## config.mk

```make
export PLATFORM = sky130hd
export DESIGN_NAME = alu_arbiter
export DESIGN_NICKNAME = d
export VERILOG_FILES = /design/src/rtl/alu_arbiter.sv
export SDC_FILE = /design/constraint.sdc
export NUM_CORES = 1
export LEC_CHECK = 0
export ABC_AREA = 0
export CAP_MARGIN = 40
export CORE_AREA = 2 2 123 125
export CTS_BUF_LIST = sky130_fd_sc_hd__clkbuf_8
export DETAILED_ROUTE_END_ITERATION = 8
export DIE_AREA = 0 0 125 127
export GPL_TIMING_DRIVEN = 0
export PLACE_DENSITY = 0.68
export SYNTH_ARGS = -nofsm -noshare
export SYNTH_HDL_FRONTEND = slang
export SYNTH_SLANG_ARGS = --single-unit
```

## constraint.sdc

```tcl
create_clock -name clk -period 3.1 [get_ports clk]
set_clock_uncertainty 0.2 [all_clocks]
set_input_delay 0.62 -clock clk [delete_from_list [all_inputs] [get_ports clk]]
set_output_delay 0.62 -clock clk [all_outputs]
set_load 0.02 [all_outputs]
```

## src/rtl/alu_arbiter.sv

```systemverilog
// alu_arbiter: round-robin arbiter that shares one external combinational ALU
// between two requesters. Each requester has a one-entry response slot. A
// requester is granted only when its slot is free or is draining this cycle.
// Optional flag register: define ALU_ARB_FLAGREG_EN to enable flags_q.
module alu_arbiter (
  input  logic        clk,
  input  logic        reset,
  input  logic        req0_valid,
  input  logic        req1_valid,
  output logic        req0_ready,
  output logic        req1_ready,
  input  logic [31:0] req0_a,
  input  logic [31:0] req0_b,
  input  logic [31:0] req1_a,
  input  logic [31:0] req1_b,
  input  logic [1:0]  req0_op,
  input  logic [1:0]  req1_op,
  input  logic        req0_setflags,
  input  logic        req1_setflags,
  output logic        rsp0_valid,
  output logic        rsp1_valid,
  input  logic        rsp0_ready,
  input  logic        rsp1_ready,
  output logic [31:0] rsp0_result,
  output logic [31:0] rsp1_result,
  output logic [3:0]  rsp0_flags,
  output logic [3:0]  rsp1_flags,
  output logic [31:0] alu_a,
  output logic [31:0] alu_b,
  output logic [1:0]  alu_ctrl,
  input  logic [31:0] alu_result,
  input  logic [3:0]  alu_flags,
  output logic [3:0]  flags_q
);

  logic        rsp0_valid_q, rsp0_valid_d;
  logic        rsp1_valid_q, rsp1_valid_d;
  logic [31:0] rsp0_result_q, rsp0_result_d;
  logic [31:0] rsp1_result_q, rsp1_result_d;
  logic [3:0]  rsp0_flags_q, rsp0_flags_d;
  logic [3:0]  rsp1_flags_q, rsp1_flags_d;
  // prio_q = 0: requester 0 wins a tie; 1: requester 1 wins a tie
  logic        prio_q, prio_d;
  logic        elig0, elig1, grant0, grant1;

  // Eligibility and grant depend only on valids, slot state, rsp readys and
  // the pointer, never on operands.
  always_comb begin
    elig0  = req0_valid & (~rsp0_valid_q | rsp0_ready);
    elig1  = req1_valid & (~rsp1_valid_q | rsp1_ready);
    grant0 = elig0 & (~elig1 | ~prio_q);
    grant1 = elig1 & (~elig0 | prio_q);
    // Ready is forced low while reset is asserted
    req0_ready = grant0 & reset;
    req1_ready = grant1 & reset;
  end

  // Steer the shared ALU; requester 0 drives it when nobody is granted
  always_comb begin
    if (grant1) begin
      alu_a    = req1_a;
      alu_b    = req1_b;
      alu_ctrl = req1_op;
    end else begin
      alu_a    = req0_a;
      alu_b    = req0_b;
      alu_ctrl = req0_op;
    end
  end

  // Slot update: a grant refills (possibly on the same edge as a drain),
  // otherwise a consumed response empties the slot; data only moves on grant.
  always_comb begin
    rsp0_valid_d  = rsp0_valid_q;
    rsp1_valid_d  = rsp1_valid_q;
    rsp0_result_d = rsp0_result_q;
    rsp1_result_d = rsp1_result_q;
    rsp0_flags_d  = rsp0_flags_q;
    rsp1_flags_d  = rsp1_flags_q;
    prio_d        = prio_q;
    if (grant0) begin
      rsp0_valid_d  = 1'b1;
      rsp0_result_d = alu_result;
      rsp0_flags_d  = alu_flags;
      prio_d        = 1'b1;
    end else if (rsp0_ready) begin
      rsp0_valid_d  = 1'b0;
    end
    if (grant1) begin
      rsp1_valid_d  = 1'b1;
      rsp1_result_d = alu_result;
      rsp1_flags_d  = alu_flags;
      prio_d        = 1'b0;
    end else if (rsp1_ready) begin
      rsp1_valid_d  = 1'b0;
    end
  end

  // Slot and pointer registers
  always_ff @(posedge clk or negedge reset) begin
    if (!reset) begin
      rsp0_valid_q  <= 1'b0;
      rsp1_valid_q  <= 1'b0;
      rsp0_result_q <= '0;
      rsp1_result_q <= '0;
      rsp0_flags_q  <= '0;
      rsp1_flags_q  <= '0;
      prio_q        <= 1'b0;
    end else begin
      rsp0_valid_q  <= rsp0_valid_d;
      rsp1_valid_q  <= rsp1_valid_d;
      rsp0_result_q <= rsp0_result_d;
      rsp1_result_q <= rsp1_result_d;
      rsp0_flags_q  <= rsp0_flags_d;
      rsp1_flags_q  <= rsp1_flags_d;
      prio_q        <= prio_d;
    end
  end

  assign rsp0_valid  = rsp0_valid_q;
  assign rsp1_valid  = rsp1_valid_q;
  assign rsp0_result = rsp0_result_q;
  assign rsp1_result = rsp1_result_q;
  assign rsp0_flags  = rsp0_flags_q;
  assign rsp1_flags  = rsp1_flags_q;

`ifdef ALU_ARB_FLAGREG_EN
  logic [3:0] flag_reg_q, flag_reg_d;

  // Architectural NZCV loads from the ALU on a granted setflags operation
  always_comb begin
    flag_reg_d = flag_reg_q;
    if ((grant0 & req0_setflags) | (grant1 & req1_setflags))
      flag_reg_d = alu_flags;
  end

  // Flag register
  always_ff @(posedge clk or negedge reset) begin
    if (!reset) flag_reg_q <= '0;
    else        flag_reg_q <= flag_reg_d;
  end

  assign flags_q = flag_reg_q;
`else
  // Without the flag register setflags has no effect
  logic unused_setflags;
  assign unused_setflags = req0_setflags ^ req1_setflags;
  assign flags_q = 4'b0000;
`endif

endmodule
```

==> results of run 1 <==
==> state kept, by name, summed over array words and instances (netlist names) <==
signal / count
rsp0_valid: 1
prio_q: 1
rsp1_result: 32
rsp0_result: 32
rsp0_flags: 4
rsp1_valid: 1
rsp1_flags: 4
==> worst max-delay path by stage <==
stage	start	to	slack [ns]	depth (start not counted)
final	req1_valid	alu_b[17]	0.05	7
after global routing	req1_valid	alu_b[17]	0.02	7
after CTS	rsp0_valid	alu_a[0]	-0.02	7
after detailed placement	req0_valid	alu_b[17]	-0.99	7
after global placement	reset	req0_ready	-2.28	4
after floorplan	req0_valid	alu_a[23]	0.48	5
==> final cells by class <==
cell class,instances,area [sq um]
buffer,18,178
fill,1282,6960
timing repair buffer,332,3160
clock buffer,11,151
tap,184,230
clock inverter,5,108
sequential,75,1880
multi-input combinational,153,1750
inverter,2,7.51
==> critical path, cell delays in order <==
cell and delay [ns]:
clkdlybuf4s50_1 0.55, o311ai_4 0.15, buf_6 0.18, buf_6 0.12, buf_16 0.13, mux2_4 0.33
buf_6 0.14
==> placed cells by master (no fill, tap or decap), types with 5 or more instances in the layout <==
| master | netlist | layout |
|---|---|---|
| clkdlybuf4s50_1 | 0 | 243 |
| clkbuf_8 | 0 | 11 |
| mux2_2 | 113 | 109 |
| dfrtp_1 | 75 | 75 |
| mux2_4 | 18 | 25 |
| buf_6 | 8 | 14 |
| clkdlybuf4s15_2 | 0 | 10 |
| buf_2 | 5 | 45 |
| buf_4 | 6 | 15 |
| buf_8 | 0 | 6 |
| clkdlybuf4s15_1 | 0 | 5 |
==> where the power goes <==
| group | switching (mW) | leakage (nW) | internal, mW |
|---|---|---|---|
| clock | 0.364 | 0.130 | 0.583 |
| combinational | 0.974 | 2.22 | 1.20 |
| sequential | 0.144 | 0.874 | 1.24 |
==> cell families (layout without fill, tap and decap cells) <==
group / count (synthesis) / after routing / share of synthesized area, %
buf+inv: 21 / 368 / 4.47
compound gates: 4 / 4 / 1.00
simple gates: 7 / 7 / 1.10
other cells: 1 / 4 / 0.100
mux: 138 / 138 / 43.3
flops: 75 / 75 / 50.1
==> metal layers <==
layer | GRT usage, % | vias to the layer above | routed length, um
met5 | 0 | - | 0
met4 | 5.36 | 0 | 259
met3 | 5.99 | 18 | 1130
met2 | 34.7 | 163 | 8370
met1 | 21.9 | 1650 | 6130
li1 | - | 1566 | -
==> repair_timing <==
action                     4_1_cts  5_1_grt
hold buffers                     1        0
gates resized for setup        278       10
pin swaps                        1        1
setup buffers                   12        0
setup endpoints to repair       68       36
hold endpoints to repair        24        0
gates cloned                     2        0
==> through the flow <==
stage / total power, mW / util (%)
floorplan: 2.42 / -
global placement: 3.53 / 49.5
detailed placement: 3.56 / 49.7
CTS: 4.57 / 52.0
global route: 4.72 / 51.7
finish: 4.50 / 51.7
==> results.sh, run 1 <==
export IMPL_synth_cell_type_count=18
export IMPL_tritoncts_num_buffers=9
export IMPL_start_util_pct=26.0
export IMPL_dieHeight_um=127
export IMPL_io_pins=322
export IMPL_cts_tree="built"
export IMPL_synth_seq_area_share_pct=50.1
export IMPL_hold_slack_ns=0.0550
export IMPL_place_area_sq_um=7170
export IMPL_num_vias=3397
export IMPL_grt_pass1_wl_um=23200
export IMPL_vias_per_cell=4.36
export IMPL_dpl_worst_slack_ns=-0.991
export IMPL_fin_area_sq_um=7460
export IMPL_critPathMaxFanout=5
export IMPL_synthTopCellsByArea="dfrtp_1 50%, mux2_2 34%, mux2_4 7.2%, buf_6 2.4%, mux2_1 2.1%"
export IMPL_htree_levels=3
export IMPL_rows=44
export IMPL_grt_pass1_vias=3812
export IMPL_synth_async_sr_flop_share_pct=100
export IMPL_p_leak_nw=3.23
export IMPL_netlist_area_leader_share_pct=50.1
export IMPL_core_sq_um=14400
export IMPL_yosys_warnings=0
export IMPL_slew_violations=0
export IMPL_timing_reg2reg_setup_slack_ns=0.81
export IMPL_vdd_drop_max_v=0.000378
export IMPL_hpwl_um=12900
export IMPL_grt_overflow=0
export IMPL_r2r_start="rsp0_valid"
export IMPL_port_buffer_count=315
export IMPL_drc=0
export IMPL_first_pass_iters=4
export IMPL_routed_wl_um=15900
export IMPL_antenna_found_initial=0
export IMPL_start_kind="primary input"
export IMPL_rr_worst_depth=7
export IMPL_pwr_density_cell_nw_per_um2=603
export IMPL_synth_edf_count=0
export IMPL_clock_sinks=75
export IMPL_postRouteAntennaNets=0
export IMPL_synth_seq_cells=75
export IMPL_wl_per_cell_um=20.4
export IMPL_insertion_delay_ns=0.34
export IMPL_synth_ff_type="dfrtp_1"
export IMPL_gp_congestion=0.945
export IMPL_status="finished, final reports clean"
export IMPL_dp_cells=749
export IMPL_setup_viol_count_final=0
export IMPL_critPathCaptureType="output port"
export IMPL_yosysTopAreaCell="dfrtp_1"
export IMPL_setup_slack_ns=0.0535
export IMPL_clock_path_buffers=2
export IMPL_synth_commonest_cells="113 x mux2_2, 75 x dfrtp_1, 18 x mux2_4"
export IMPL_track_usage_pct=19.2
export IMPL_die_area_sq_um=15900
export IMPL_n_antenna_cell=0
export IMPL_fin_cells=780
export IMPL_layout_drive_gt1_share_pct=42.1
export IMPL_finalSetupTns_ns=0
export IMPL_grt_max_degree=53
export IMPL_cts_root_buf="clkbuf_8"
export IMPL_yosysMostFrequentCell="mux2_2"
export IMPL_fin_crit_sh_pct=98.3
export IMPL_arrival_ns=2.23
export IMPL_clk_pin_slew_ns=0.08
export IMPL_nets=767
export IMPL_final_min_clock_period_ns=3.05
export IMPL_area_growth_pct=99.1
export IMPL_syn_cell_area_sq_um=3750
export IMPL_die_x_um=125
export IMPL_fmax_mhz=328
export IMPL_drv_cap=0
export IMPL_rsz0062_at_grt="false"
export IMPL_drt_iter0_drc=87
export IMPL_crit_type="primary input to output port"
export IMPL_hp_class="primary input to asynchronous set/reset pin"
export IMPL_required_ns=2.28
export IMPL_avgSynthCellArea_sq_um=15.2
export IMPL_synthCells=246
export IMPL_hold_viol=0
export IMPL_r2r_end="rsp1_result[25]"
Power figures use the tool's default switching activity.
==> run 2, diff against run 1 <==
Settings changed: CTS_CLUSTER_DIAMETER set to 100.
==> results of run 2 <==
Final layout, timing and power as in run 1 (identical DEF).
==> run 3, diff against run 2 <==
Settings changed: CORE_AREA 2 2 123 125 to 2 2 126 128, DIE_AREA 0 0 125 127 to 0 0 128 130, PLACE_DENSITY 0.68 to not set.
==> results.sh, run 3 (synthesis results as in run 1) <==
export IMPL_status="finished, final reports clean"
export IMPL_num_vias=3329
export IMPL_wl_per_cell_um=18.9
export IMPL_cts_root_buf="clkbuf_8"
export IMPL_n_antenna_cell=0
export IMPL_start_kind="primary input"
export IMPL_drc=0
export IMPL_start_util_pct=24.3
export IMPL_routed_wl_um=14900
export IMPL_rsz0062_at_grt="false"
export IMPL_hold_path_depth=1
export IMPL_dpl_worst_slack_ns=-0.912
export IMPL_required_ns=2.28
export IMPL_setup_viol_count_final=0
export IMPL_fmax_mhz=327
export IMPL_grt_pass1_vias=3484
export IMPL_clockPowerShare_pct=19.3
export IMPL_comb_power_share_pct=49.7
export IMPL_grt_overflow=0
export IMPL_die_x_um=128
export IMPL_hp_class="register to register"
export IMPL_core_sq_um=15400
export IMPL_vdd_drop_max_v=0.000397
export IMPL_insertion_delay_ns=0.35
export IMPL_area_growth_pct=102
export IMPL_die_area_sq_um=16600
export IMPL_internal_power_mw=2.96
export IMPL_final_min_clock_period_ns=3.06
export IMPL_register_area_sq_um=1880
export IMPL_postRouteAntennaNets=0
export IMPL_arrival_ns=2.24
export IMPL_clk_pin_slew_ns=0.08
export IMPL_track_usage_pct=16.4
export IMPL_clock_path_buffers=2
export IMPL_layout_drive_gt1_share_pct=41.9
export IMPL_finalPower_mw=4.44
export IMPL_grt_pass1_wl_um=20700
export IMPL_fin_cells=789
export IMPL_grt_max_degree=47
export IMPL_clock_sinks=75
export IMPL_pwr_density_cell_nw_per_um2=587
export IMPL_swShare_pct=33.3
export IMPL_nets=768
export IMPL_first_pass_iters=2
export IMPL_hpwl_um=11800
export IMPL_vias_per_cell=4.22
export IMPL_tritoncts_num_buffers=9
export IMPL_n_fill_cell=1441
export IMPL_rows=46
export IMPL_io_pins=322
export IMPL_hold_viol=0
export IMPL_critPathCaptureType="output port"
export IMPL_rr_worst_depth=6
export IMPL_drv_cap=0
export IMPL_pwr_share_seq_pct=31.1
export IMPL_p_leak_nw=3.29
export IMPL_drt_iter0_drc=84
export IMPL_htree_levels=3
export IMPL_port_buffer_count=315
export IMPL_dieHeight_um=130
export IMPL_multi_input_area_sq_um=1760
export IMPL_slew_violations=0
export IMPL_setup_slack_ns=0.0415
export IMPL_fin_crit_sh_pct=98.7
export IMPL_power_switching_mw=1.48
export IMPL_crit_type="primary input to output port"
export IMPL_critPathMaxFanout=6
export IMPL_cts_tree="built"
export IMPL_dp_cells=757
export IMPL_final_common_cell="clkdlybuf4s50_1"
export IMPL_gp_congestion=0.763
export IMPL_hold_slack_ns=0.310
export IMPL_final_cell_mix="243 x clkdlybuf4s50_1, 109 x mux2_2, 75 x dfrtp_1"
export IMPL_antenna_found_initial=0
## run 3: changes by cell type in the layout (fill, tap and decap cells not counted), sizes merged, moves of 2 or more
cell and change:
clkdlybuf4s15 -7, buf +6, clkbuf +2, dlygate4sd2 -2
## run 3: power by group through the flow
stage / registers [mW] / clock network (mW) / logic (mW)
after floorplan: 1.71 / 0 / 0.715
after global placement: 1.38 / 0 / 2.13
after detailed placement: 1.39 / 0 / 2.14
after CTS: 1.38 / 0.881 / 2.16
after global routing: 1.41 / 0.927 / 2.32
final: 1.38 / 0.854 / 2.20
## run 3: area by class of cell
type | instances | area share (%)
Buffer | 17 | 2.15
Tap cell | 192 | 3.18
Clock inverter | 6 | 1.17
Multi-Input combinational cell | 153 | 23.3
Inverter | 2 | 0.0992
Clock buffer | 10 | 1.82
Timing Repair Buffer | 334 | 43.5
Sequential cell | 75 | 24.8
## run 3: final timing paths
path | start | slack (ns) | endpoint
setup reg to reg | rsp0_valid | 1.05 | rsp1_result[11]
max in group asynchronous | reset | 1.57 | rsp1_flags[1]
hold reg to reg | rsp1_result[6] | 0.31 | rsp1_result[6]
min in group asynchronous | reset | 0.55 | rsp0_flags[2]
setup / recovery | req1_valid | 0.04 | alu_a[20]
hold / removal | rsp1_result[6] | 0.31 | rsp1_result[6]
## run 3: critical path, stage by stage
cell and delay [ns]:
clkdlybuf4s50_1 0.56, o311ai_4 0.15, buf_6 0.17, buf_12 0.14, buf_8 0.13, mux2_4 0.30, buf_4 0.16
## run 3: per-stage QoR
stage / TNS [ns] / utilization, % / cell area, sq um
floorplan: 0 / - / 3760
global placement: -161.92 / 46.4 / 7150
detailed placement: -54.98 / 46.5 / 7180
CTS: 0 / 47.8 / 7370
global route: 0 / 49.1 / 7570
finish: 0 / 49.1 / 7570
## run 3: what timing repair did
item | 4_1_cts | 5_1_grt
pin swaps | 1 | 0
setup buffers | 9 | 1
endpoints found under the hold margin | 13 | 0
gates resized for setup | 302 | 27
gates cloned | 2 | 5
hold buffers | 1 | 0
endpoints found under the setup margin | 68 | 56
## run 3: per-layer routing
layer  wire length, um  vias up  global-route usage [%]
met5                 0        -                       0
met3              1250       10                    5.90
met4                96        0                    3.10
li1                  -     1566                       -
met2              7250      158                    27.7
met1              6280     1595                    20.6
